**config.mk**
```make
export PLATFORM = sky130hd
export DESIGN_NAME = spi_slave_regbank
export DESIGN_NICKNAME = d
export VERILOG_FILES = /design/src/rtl/spi_slave_regbank.sv
export SDC_FILE = /design/constraint.sdc
export NUM_CORES = 1
export LEC_CHECK = 0
export ABC_AREA = 1
export CORE_ASPECT_RATIO = 0.9
export CORE_MARGIN = 3
export CORE_UTILIZATION = 57
export CTS_CLUSTER_DIAMETER = 150
export CTS_CLUSTER_SIZE = 8
export DETAILED_ROUTE_END_ITERATION = 8
export GPL_TIMING_DRIVEN = 0
export PLACE_DENSITY_LB_ADDON = 0.08
export SLEW_MARGIN = 10
export SYNTH_ARGS = -nofsm -noshare
export SYNTH_HDL_FRONTEND = slang
export SYNTH_SLANG_ARGS = --single-unit
```
**constraint.sdc**
```tcl
create_clock -name clk_12mhz -period 8.09 [get_ports clk_12mhz]
set_clock_uncertainty 0.05 [all_clocks]
set_input_delay 0.809 -clock clk_12mhz [delete_from_list [all_inputs] [get_ports clk_12mhz]]
set_output_delay 0.809 -clock clk_12mhz [all_outputs]
set_load 0.02 [all_outputs]
```
**src/rtl/spi_slave_regbank.sv**
```systemverilog
// spi_slave_regbank
//   SPI slave with a write/readback register bank. The SPI pins are
//   oversampled on clk_12mhz. A frame is a command byte (bit7 = R/nW,
//   bits6:0 = address) followed by one or more W-bit data words.
//   Reads return reg[addr], status_in at addr == NUM_REGS, or zero with
//   frame_err for any higher address.
//
// Ports
//   clk_12mhz    system clock
//   rst          asynchronous reset, active-high
//   spi_clk      SPI SCK (asynchronous to clk_12mhz)
//   spi_mosi     SPI data in, MSB first
//   spi_cs       chip select, active-low
//   spi_miso     SPI data out, MSB first
//   spi_miso_oe  high while the synchronised CS is low
//   status_in    read-only word returned at address NUM_REGS
//   reg_flat     register bank, reg[i] = reg_flat[i*W +: W]
//   wr_strobe    one-cycle pulse when a register is written
//   wr_addr      address of the last write, valid with wr_strobe
//   frame_err    one-cycle pulse on any frame error
module spi_slave_regbank #(
  parameter int                      DATA_BYTES  = 1,
  parameter int                      NUM_REGS    = 16,
  parameter logic [8*DATA_BYTES-1:0] RESET_VAL   = '0,
  parameter bit                      CPOL        = 1'b0,
  parameter bit                      CPHA        = 1'b0,
  parameter bit                      AUTO_INC    = 1'b0,
  parameter int                      SYNC_STAGES = 2
) (
  input  logic                             clk_12mhz,
  input  logic                             rst,
  input  logic                             spi_clk,
  input  logic                             spi_mosi,
  input  logic                             spi_cs,
  output logic                             spi_miso,
  output logic                             spi_miso_oe,
  input  logic [8*DATA_BYTES-1:0]          status_in,
  output logic [NUM_REGS*8*DATA_BYTES-1:0] reg_flat,
  output logic                             wr_strobe,
  output logic [6:0]                       wr_addr,
  output logic                             frame_err
);

  localparam int         W  = 8 * DATA_BYTES;
  localparam int         CW = $clog2(W + 1);
  localparam int         AW = (NUM_REGS > 1) ? $clog2(NUM_REGS) : 1;
  localparam logic [6:0] NR = 7'(NUM_REGS);

  typedef enum logic [2:0] {
    S_IDLE,
    S_CMD,
    S_DATA,
    S_HOLD,
    S_IGNORE
  } state_t;

  state_t                 state;
  logic [SYNC_STAGES-1:0] sck_sync, mosi_sync, cs_sync;
  logic                   sck_prev, cs_prev;
  logic [CW-1:0]          bit_cnt;
  logic [W-2:0]           rx_shift;
  logic [W-1:0]           tx_shift;
  logic                   rw;
  logic [6:0]             addr;
  logic                   load_tx;
  logic [W-1:0]           regs [NUM_REGS];

  logic       sck_s, mosi_s, cs_s;
  logic       sck_rise, sck_fall, sample_edge, shift_edge;
  logic       cs_fall, cs_rise;
  logic [W-1:0] rx_next;
  logic       cmd_done, word_done, partial;
  logic [W-1:0] rd_word;
  logic       rd_bad;

  // Synchronisers reset to the idle levels so no false edge appears after reset.
  always_ff @(posedge clk_12mhz or posedge rst) begin
    if (rst) begin
      sck_sync  <= {SYNC_STAGES{CPOL}};
      mosi_sync <= '0;
      cs_sync   <= '1;
      sck_prev  <= CPOL;
      cs_prev   <= 1'b1;
    end else begin
      sck_sync  <= {sck_sync[SYNC_STAGES-2:0], spi_clk};
      mosi_sync <= {mosi_sync[SYNC_STAGES-2:0], spi_mosi};
      cs_sync   <= {cs_sync[SYNC_STAGES-2:0], spi_cs};
      sck_prev  <= sck_sync[SYNC_STAGES-1];
      cs_prev   <= cs_sync[SYNC_STAGES-1];
    end
  end

  assign sck_s  = sck_sync[SYNC_STAGES-1];
  assign mosi_s = mosi_sync[SYNC_STAGES-1];
  assign cs_s   = cs_sync[SYNC_STAGES-1];

  assign sck_rise    = sck_s & ~sck_prev;
  assign sck_fall    = ~sck_s & sck_prev;
  assign sample_edge = (CPOL == CPHA) ? sck_rise : sck_fall;
  assign shift_edge  = (CPOL == CPHA) ? sck_fall : sck_rise;
  assign cs_fall     = cs_prev & ~cs_s;
  assign cs_rise     = ~cs_prev & cs_s;

  // MOSI and SCK pass the same number of stages, so mosi_s is aligned with the edge.
  assign rx_next   = {rx_shift, mosi_s};
  assign cmd_done  = (state == S_CMD) && sample_edge && (bit_cnt == CW'(7));
  assign word_done = (state == S_DATA) && sample_edge && (bit_cnt == CW'(W - 1));

  // A CS rise counts as an error only when some bits of a command or word are pending.
  assign partial = ((state == S_CMD)  && ((bit_cnt != '0) || sample_edge) && !cmd_done) ||
                   ((state == S_DATA) && ((bit_cnt != '0) || sample_edge) && !word_done);

  always_comb begin
    rd_word = '0;
    rd_bad  = 1'b0;
    if (addr < NR) begin
      rd_word = regs[addr[AW-1:0]];
    end else if (addr == NR) begin
      rd_word = status_in;
    end else begin
      rd_bad = 1'b1;
    end
  end

  for (genvar g = 0; g < NUM_REGS; g++) begin : g_flat
    assign reg_flat[g*W +: W] = regs[g];
  end

  // Frame FSM. The CS-rise handling sits last so it overrides the state,
  // while a word completing in the same cycle still commits its write.
  always_ff @(posedge clk_12mhz or posedge rst) begin
    if (rst) begin
      state       <= S_IDLE;
      bit_cnt     <= '0;
      rx_shift    <= '0;
      tx_shift    <= '0;
      rw          <= 1'b0;
      addr        <= '0;
      load_tx     <= 1'b0;
      spi_miso    <= 1'b0;
      spi_miso_oe <= 1'b0;
      wr_strobe   <= 1'b0;
      wr_addr     <= '0;
      frame_err   <= 1'b0;
      for (int i = 0; i < NUM_REGS; i++) begin
        regs[i] <= RESET_VAL;
      end
    end else begin
      wr_strobe   <= 1'b0;
      frame_err   <= 1'b0;
      load_tx     <= 1'b0;
      spi_miso_oe <= ~cs_s;

      // The reload lands one clock after the command/word completes, well before the next shift edge.
      if (load_tx) begin
        tx_shift <= rd_word;
        if (rd_bad) begin
          frame_err <= 1'b1;
        end
      end else if ((state == S_DATA) && shift_edge) begin
        spi_miso <= tx_shift[W-1];
        tx_shift <= tx_shift << 1;
      end

      case (state)
        S_IDLE: begin
          if (cs_fall) begin
            state    <= S_CMD;
            bit_cnt  <= '0;
            tx_shift <= '0;
            spi_miso <= 1'b0;
          end
        end
        S_CMD: begin
          if (sample_edge) begin
            rx_shift <= rx_next[W-2:0];
            if (cmd_done) begin
              rw      <= rx_next[7];
              addr    <= rx_next[6:0];
              bit_cnt <= '0;
              load_tx <= rx_next[7];
              state   <= S_DATA;
            end else begin
              bit_cnt <= bit_cnt + 1'b1;
            end
          end
        end
        S_DATA: begin
          if (sample_edge) begin
            rx_shift <= rx_next[W-2:0];
            if (word_done) begin
              bit_cnt <= '0;
              if (!rw) begin
                if (addr < NR) begin
                  regs[addr[AW-1:0]] <= rx_next;
                  wr_strobe          <= 1'b1;
                  wr_addr            <= addr;
                end else begin
                  frame_err <= 1'b1;
                end
              end
              if (AUTO_INC) begin
                addr    <= addr + 7'd1;
                load_tx <= rw;
              end else begin
                state <= S_HOLD;
              end
            end else begin
              bit_cnt <= bit_cnt + 1'b1;
            end
          end
        end
        S_HOLD: begin
          if (sample_edge) begin
            frame_err <= 1'b1;
            state     <= S_IGNORE;
          end
        end
        default: ;
      endcase

      if (cs_rise) begin
        state    <= S_IDLE;
        bit_cnt  <= '0;
        tx_shift <= '0;
        spi_miso <= 1'b0;
        load_tx  <= 1'b0;
        if (partial) begin
          frame_err <= 1'b1;
        end
      end
    end
  end

endmodule

```
==> results.cfg <==
[run_status]
outcome = finished clean

[sta]
period_share_pct = 29.06
rsz0062_at_grt = false
finalCriticalPeriod_ns = 2.351
worst_pin_slew_ns = 0.8625
slew_headroom_pct = 42.29
finalHoldViolations = 0
setup_tns_ns = 0
max_clock_freq_mhz = 425.3
setup_viol = 0
drv_slew = 0

[critical_path]
slowest_stage = clkdlybuf4s50_1
r2r-start = addr[0]
critPathMaxFanout = 3
cp.arrival_ns = 1.49
rrSetupSlack_ns = 5.83
startpoint = reg_flat[24]
crit_chain = clkdlybuf4s50_1
critPathKind = reg -> out
crit_family = buffers and inverters
path_buf_inv = 1
setup.worst_path.end_class = output pin
max_stage_delay_ns = 0.65
cp.required_ns = 7.23
worstSetupStartpointType = register

[job]
cap_violations = 0

[synthesis]
synthesis.area_mm2 = 0.008411
synth_area_per_cell_um2 = 7.987
synth.area.top_cells = dfrtp_1, nand2_1, o21ai_1, o21ai_0, buf_6
yosys_register_bits = 178
yosysTopAreaCell = dfrtp_1
postSynthCellCount = 1053
synth-seq-area-share_pct = 53.01
synth_nets = 1070
yosys.area.top_type_share_pct = 52.07
ys_types = 30
yosysWarningCount = 0

[clock_network]
cts_tree = done
cts-resized-gates = 0
cts_num_sinks = 178
worstSkewPairLatency_ns = 0.43
clk_pin_slew_ns = 0.06
cts-root-buf = clkbuf_16
ctsHtreeMaxLevel = 4
post_cts_buffers = 0
cts_hold_buf = 0
cts_buffer_depth = 2
cts_buffers = 17

[detailed_routing]
firstDrtPassIters = 5
drc = 0
wl_per_cell_um = 17.80
wl_um = 25430
drtAntennaViolNets = 0
vias_per_cell = 5.577
vias = 7970
drtIter0Drc = 864

[floorplan]
start_util_pct = 59.19
rows = 41
ioPinCount = 152
coreArea_mm2 = 0.01421
dieArea_mm2 = 0.01625
die_y_um = 121.2
die_w_um = 134.0

[final_layout]
drive_gt1_share_pct = 7.767
areaGrowthSynthToFinish_pct = 28.34
num-fill-cells = 1101
finalNonFillerCells = 1429
fin_area_mm2 = 0.01079
multi_input_area_mm2 = 0.003471
diodes = 0
regArea_mm2 = 0.004458
nets = 1241

[power]
power_density_mw_per_mm2 = 192.8
p_total_mw = 2.081
vdd_drop_max_mv = 0.2009
p_leak_nw = 5.230

[global_route]
grt_pass1_wl_um = 40050
grt_antenna_before_repair = 0
grtUsageTotal_pct = 31.91
grt_remaining_overflow = 0
grt_pass1_vias = 7444
grt_start_max_net_pins = 94

[placement]
placed_cells = 1398
dp_hpwl_um = 17640
port_buffers = 151
gp_congestion = 0.9435
placed_area_mm2 = 0.01020

[min_path]
hp-class = reg -> reg
hold_start = sck_sync[0]
-- layout make-up --
| class | instances | area share [%] |
|---|---|---|
| Sequential cell | 178 | 41.30 |
| Multi-Input combinational cell | 780 | 32.15 |
| Timing Repair Buffer | 152 | 14.26 |
| Clock buffer | 22 | 4.300 |
| Buffer | 50 | 2.898 |
| Tap cell | 193 | 2.237 |
| Inverter | 45 | 1.634 |
| Clock inverter | 9 | 1.217 |
-- layer usage --
| metal | GRT usage (%) | wire (um) | vias to the layer above |
|---|---|---|---|
| li1 | - | - | 3682 |
| met1 | 46.46 | 10880 | 3794 |
| met2 | 48.61 | 11530 | 438 |
| met3 | 6.841 | 2393 | 56 |
| met4 | 9.669 | 633 | 0 |
| met5 | 0 | 0 | - |
-- report_power, final --
group,switching (mW),internal [mW]
clock network,0.341,0.500
logic,0.228,0.0629
registers,0.0283,0.922
-- path summary, 6_finish.rpt --
check / cells past startpoint / endpoint
max in group asynchronous: 3 / addr[1]
min reg2reg: 0 / sck_sync[1]
max reg2reg: 11 / tx_shift[0]
max: 1 / reg_flat[24]
min: 0 / sck_sync[1]
min in group asynchronous: 2 / reg_flat[41]
-- through the flow --
stage | hold slack, ns | util [%] | setup slack [ns]
floorplan | 0.2812 | - | 2.406
global placement | 0.2835 | 71.52 | 0.1552
detailed placement | 0.2855 | 71.77 | 5.824
CTS | 0.2997 | 75.96 | 5.736
global route | 0.3125 | 75.96 | 5.689
finish | 0.2998 | 75.96 | 5.739
-- cell usage in the layout, fill, tap and decap left out, drive strengths merged --
master | Yosys | routed
clkdlybuf4s50 | 0 | 151
dfstp | 3 | 3
xor2 | 1 | 1
nand4 | 1 | 1
a21oi | 21 | 21
a31oi | 2 | 2
clkbuf | 26 | 48
buf | 24 | 25
bufinv | 0 | 3
ha | 4 | 4
o211ai | 1 | 1
o21ai | 170 | 170
inv | 44 | 44
nand3 | 13 | 13
nor3 | 3 | 3
dfrtp | 175 | 175
nor2 | 23 | 23
nand3b | 1 | 1
o22ai | 1 | 1
clkinvlp | 0 | 3
nand2 | 539 | 539
clkinv | 1 | 4
-- registers in the layout, indices dropped and copies added, names as in the netlist, 2 cells and up --
register and count:
state 3, cs_sync 2, mosi_sync 2, bit_cnt 4, addr 7, sck_sync 2, rx_shift 7, wr_addr 7
tx_shift 8, reg_flat 128
-- cells in the mapped netlist, drive strengths merged --
cell type,number
nand2,539
dfrtp,175
o21ai,170
inv,44
clkbuf,26
buf,24
nor2,23
a21oi,21
nand3,13
ha,4
dfstp,3
nor3,3
a31oi,2
clkinv,1
nand3b,1
nand4,1
o211ai,1
o22ai,1
xor2,1
-- cells by family (layout without fill, tap and decap cells) --
kind of cell	Yosys count	in the layout	synth area share (%)
xor+xnor	1	1	0.1042
buf+inv	95	278	5.727
flops	178	178	53.01
simple gates	580	580	28.27
fa+ha+maj	4	4	0.5951
compound gates	195	195	12.30
(Power assumes the default switching activity.)
